<file path="src/rtl/gemm_cmd_issuer.sv">
// GEMM custom-instruction issuer: captures an instruction from the stall controller,
// drives it to the systolic accelerator, collects the response and signals completion.
module gemm_cmd_issuer #(
    parameter int XLEN           = 32,
    parameter int FUNCT_W        = 7,
    parameter int TIMEOUT_CYCLES = 4096
) (
    input  logic               clk,
    input  logic               rst_n,
    input  logic               valid,
    input  logic [FUNCT_W-1:0] instr_funct,
    input  logic               instr_xd,
    input  logic [4:0]         instr_rd,
    input  logic [XLEN-1:0]    rs1_data,
    input  logic [XLEN-1:0]    rs2_data,
    output logic               acc_cmd_valid,
    input  logic               acc_cmd_ready,
    output logic [FUNCT_W-1:0] acc_cmd_funct,
    output logic [XLEN-1:0]    acc_cmd_op1,
    output logic [XLEN-1:0]    acc_cmd_op2,
    input  logic               acc_resp_valid,
    output logic               acc_resp_ready,
    input  logic [XLEN-1:0]    acc_resp_data,
    output logic               done,
    output logic               wb_en,
    output logic [4:0]         wb_rd,
    output logic [XLEN-1:0]    wb_data,
    output logic               timeout_err
);

    localparam int CNT_W = (TIMEOUT_CYCLES > 0) ? $clog2(TIMEOUT_CYCLES + 1) : 1;
    localparam logic [CNT_W-1:0] CNT_LAST =
        (TIMEOUT_CYCLES > 0) ? CNT_W'(TIMEOUT_CYCLES - 1) : '0;

    typedef enum logic [1:0] {
        IDLE      = 2'd0,
        ISSUE     = 2'd1,
        WAIT_RESP = 2'd2,
        DONE      = 2'd3
    } state_t;

    state_t           state;
    logic             xd_q;
    logic [4:0]       rd_q;
    logic             abort_q;
    logic [CNT_W-1:0] cnt;
    logic             timeout_hit;

    // A response on the final watchdog cycle still wins because it is checked first below.
    assign timeout_hit = (TIMEOUT_CYCLES != 0) && (cnt == CNT_LAST);

    always_ff @(posedge clk or negedge rst_n) begin
        if (!rst_n) begin
            state          <= IDLE;
            xd_q           <= 1'b0;
            rd_q           <= '0;
            abort_q        <= 1'b0;
            cnt            <= '0;
            acc_cmd_valid  <= 1'b0;
            acc_cmd_funct  <= '0;
            acc_cmd_op1    <= '0;
            acc_cmd_op2    <= '0;
            acc_resp_ready <= 1'b0;
            done           <= 1'b0;
            wb_en          <= 1'b0;
            wb_rd          <= '0;
            wb_data        <= '0;
            timeout_err    <= 1'b0;
        end else begin
            case (state)
                IDLE: begin
                    if (valid) begin
                        acc_cmd_funct <= instr_funct;
                        acc_cmd_op1   <= rs1_data;
                        acc_cmd_op2   <= rs2_data;
                        xd_q          <= instr_xd;
                        rd_q          <= instr_rd;
                        acc_cmd_valid <= 1'b1;
                        state         <= ISSUE;
                    end
                end
                ISSUE: begin
                    if (acc_cmd_ready) begin
                        acc_cmd_valid  <= 1'b0;
                        acc_resp_ready <= 1'b1;
                        cnt            <= '0;
                        state          <= WAIT_RESP;
                    end
                end
                WAIT_RESP: begin
                    cnt <= cnt + CNT_W'(1);
                    if (acc_resp_valid) begin
                        acc_resp_ready <= 1'b0;
                        done           <= 1'b1;
                        wb_en          <= xd_q;
                        wb_rd          <= rd_q;
                        wb_data        <= acc_resp_data;
                        state          <= DONE;
                    end else if (timeout_hit) begin
                        acc_resp_ready <= 1'b0;
                        abort_q        <= 1'b1;
                        timeout_err    <= 1'b1;
                        done           <= 1'b1;
                        wb_en          <= 1'b0;
                        wb_rd          <= rd_q;
                        wb_data        <= '0;
                        state          <= DONE;
                    end
                end
                DONE: begin
                    done    <= 1'b0;
                    wb_en   <= 1'b0;
                    cnt     <= '0;
                    abort_q <= 1'b0;
                    state   <= IDLE;
                end
                default: state <= IDLE;
            endcase
        end
    end

endmodule

</file>
<file path="config.mk">
export PLATFORM = sky130hd
export DESIGN_NAME = gemm_cmd_issuer
export DESIGN_NICKNAME = d
export VERILOG_FILES = /design/src/rtl/gemm_cmd_issuer.sv
export SDC_FILE = /design/constraint.sdc
export NUM_CORES = 1
export LEC_CHECK = 0
export ABC_AREA = 1
export CAP_MARGIN = 20
export CORE_MARGIN = 4
export CORE_UTILIZATION = 42
export DETAILED_ROUTE_END_ITERATION = 8
export HOLD_SLACK_MARGIN = 0.02
export PLACE_DENSITY = 0.82
export SYNTH_ARGS = -nofsm -noshare
export SYNTH_HDL_FRONTEND = slang
export SYNTH_SLANG_ARGS = --single-unit
export TNS_END_PERCENT = 100
</file>
<file path="constraint.sdc">
create_clock -name clk -period 2 [get_ports clk]
set_input_delay 0.2 -clock clk [delete_from_list [all_inputs] [get_ports clk]]
set_output_delay 0.2 -clock clk [all_outputs]
set_load 0.05 [all_outputs]
</file>
==> summary.md <==
| Metric | Value |
|---|---|
| Outcome | `finished clean` |
| Asr flop ratio synth | `1.00` |
| Hold Violations, Final | `0` |
| CP startpoint | `wb_en` |
| Net Sw Power | `7730 uW` |
| Synth cell types | `24` |
| Initial antenna violation count | `1` |
| Final period utilization | `0.916` |
| CTS tree | `done` |
| Worst-Skew Late Latency | `0.41 ns` |
| Crit-path cells | `clkdlybuf4s50_1` |
| Setup crit start kind | `flip-flop` |
| Site Rows | `42` |
| Area growth, synth to finish | `52.7%` |
| Worst path top cell family by delay | `buffers and inverters` |
| Layout Nets | `832` |
| Max frequency | `0.546 GHz` |
| Critical Path Stages | `1` |
| Postcts setup bufs | `0` |
| Worst path buffer plus inverter count | `1` |
| DR vias | `4,390` |
| Worst clock skew | `0.00898 ns` |
| RSZ-0062 raised after global routing | `false` |
| Critical Path AT | `1.63 ns` |
| Crit path time final | `1.83 ns` |
| CP max FO | `2` |
| Die W | `125 um` |
| Fin Setup TNS | `0 ns` |
| Avg WL per Cell | `17.1 um` |
| Setup violations, final | `0` |
| Wire length of the first global-routing pass | `25.2 mm` |
| IO Pins | `227` |
| Pin count of the biggest net entering global routing | `56` |
| Worst r2r dst | `cnt[6]` |
| Clock power frac | `0.174` |
| Drt initial violations | `183` |
| CTS Buffer Depth | `2` |
| Clk sink count | `134` |
| Critical path's slowest cell | `clkdlybuf4s50_1` |
| Commonest cells after routing, fill and taps aside | `clkdlybuf4s50_1, dfrtp_1, nand2_1` |
| Routed wire length | `15.4 mm` |
| Overflow after GRT | `0` |
| Dpl cell area | `8190 sq um` |
| CP required | `1.80 ns` |
| Yosys Warn Count | `0` |
| Sw frac | `0.460` |
| CP Class | `reg2out` |
| Fin util | `0.659` |
| Synthesized area | `5740 sq um` |
| Multi-input gate area | `2130 sq um` |
| P_int | `9080 uW` |
| Commonest non-fill, non-tap cell in the layout | `clkdlybuf4s50_1` |
| RD Place Congestion | `0.877` |
| Number of synthesized flops with an enable pin | `0` |
| DIE HEIGHT | `125 um` |
| PD cells | `1920 nW/um^2` |
| CTS root buf | `clkbuf_16` |
| Seq/Total Area, Yosys | `0.584` |
| Fin area | `8770 sq um` |
| Sequential share of power | `0.277` |
| Port buffer count | `226` |
| Antenna Nets Post-Route | `0` |
| Reg2reg setup slack | `0.24 ns` |
| Post-CTS sizing | `0` |
| Register bit total from synthesis | `134` |
| Crit end category | `output port` |
| H-tree levels | `4` |
| Worst slew pin tran | `0.579 ns` |
| Cells on worst reg2reg path | `8` |
| Drt pass-1 iters | `5` |
| Die area | `15,600 sq um` |
| CP max stage delay | `0.87 ns` |
| Starting Density | `0.432` |
| Total track usage | `0.203` |
| CP endpoint | `wb_en` |
| Max Transition Viols Final | `0` |
| Most used DFF post-synth | `dfrtp_1` |
| Rel. slew slack | `0.613` |
| CTS clk-pin slew, worst paths | `0.05 ns` |
| LEAKAGE | `0.00390 uW` |
| Post-Syn Instances | `476` |
| Num CTS Buffers | `17` |
| DRC Markers | `0` |
| Hold_ws | `0.331 ns` |
| Syn_nets | `596` |
| Logic pwr share | `0.548` |
| Hold crit path type | `in2async` |
| Dpl hpwl | `11.5 mm` |
| Share of cells above drive strength 1 | `0.262` |
| Max_cap viols | `0` |
| Number of global-route vias before repair | `4,871` |
| Vias per std cell | `4.87` |
| Register area | `3350 sq um` |
| CTS hold repair buffers | `1` |
| Mean area per synthesized cell | `12.1 sq um` |
| Fill cells | `984` |
| Worst r2r src | `state[1]` |
| Max rail drop VDD | `0.00125 V` |
| Floorplan core area | `13,300 sq um` |
## kinds of logic (layout without fill, tap and decap cells)
logic type | Yosys count | in the layout | share of synthesized area
AO/OA/AOI/OAI | 18 | 18 | 0.0172
buffers and inverters | 44 | 293 | 0.0466
other | 0 | 1 | 0
flip-flops | 134 | 134 | 0.584
adder cells (fa/ha/maj) | 6 | 6 | 0.0131
AND/OR/NAND/NOR | 197 | 197 | 0.188
multiplexers | 77 | 77 | 0.151
## worst min-delay path by stage
stage                                  from  slack [ns]  depth (start not counted)          endpoint
after floorplan                       rst_n        -0.1                          0  acc_cmd_funct[0]
after detailed placement              rst_n        0.20                          1        wb_data[1]
after global placement                rst_n        0.20                          1        wb_data[1]
final                                 rst_n        0.33                          2        wb_data[1]
after global routing      acc_resp_data[14]        0.34                          3       wb_data[14]
after CTS                 acc_resp_data[21]        0.33                          3       wb_data[21]
## flip-flops by register name, summed over array words and instances, names as in the netlist
name	cells
wb_rd	5
wb_data	32
acc_cmd_op2	32
xd_q	1
rd_q	5
acc_cmd_valid	1
cnt	13
state	2
acc_resp_ready	1
acc_cmd_op1	32
acc_cmd_funct	7
timeout_err	1
wb_en	1
done	1
## stage by stage
stage	total power [uW]	setup WS [ns]	instances
2_1_floorplan	10700	0.379	476
3_3_place_gp	13700	0.338	868
3_5_place_dp	14000	0.255	868
4_1_cts	17000	0.151	901
5_1_grt	17600	0.117	902
6_report	16800	0.169	902
## power by group through the flow
stage	Combinational, uW	Sequential (uW)	Clock, uW
4_1_cts	9310	4670	2990
5_1_grt	9660	4820	3130
6_report	9220	4660	2930
2_1_floorplan	2150	8510	0
3_3_place_gp	9090	4600	0
3_5_place_dp	9250	4700	0
## per-layer routing
metal,vias up,part of all wire,track usage
met1,2140,0.36,0.222
met5,-,0,0
met4,0,0.022,0.0765
met2,174,0.51,0.346
li1,2049,-,-
met3,27,0.11,0.0948
## cells in the mapped netlist, types with 2 or more instances
| master | count | area [sq um] |
|---|---|---|
| o21ai_0 | 10 | 50.1 |
| ha_1 | 6 | 75.1 |
| inv_2 | 2 | 7.51 |
| clkbuf_1 | 3 | 11.3 |
| nor3_1 | 2 | 10.0 |
| nand3_1 | 17 | 85.1 |
| buf_2 | 7 | 35.0 |
| nand2_2 | 34 | 213 |
| buf_12 | 3 | 60.1 |
| nor2_1 | 20 | 75.1 |
| nand4_1 | 3 | 18.8 |
| nand2_1 | 86 | 323 |
| inv_1 | 23 | 86.3 |
| nand3_2 | 32 | 320 |
| mux2_2 | 77 | 867 |
| dfrtp_1 | 134 | 3350 |
| buf_6 | 6 | 67.6 |
| a21oi_1 | 5 | 25.0 |
## area by class of cell
cell class                 count  area share
tap                          176      0.0251
timing repair buffer         236       0.274
sequential                   134       0.383
clock buffer                  23      0.0557
antenna                        1    0.000285
multi-input combinational    298       0.243
clock inverter                 9     0.00856
inverter                      25      0.0107
Power figures use the tool's default switching activity.
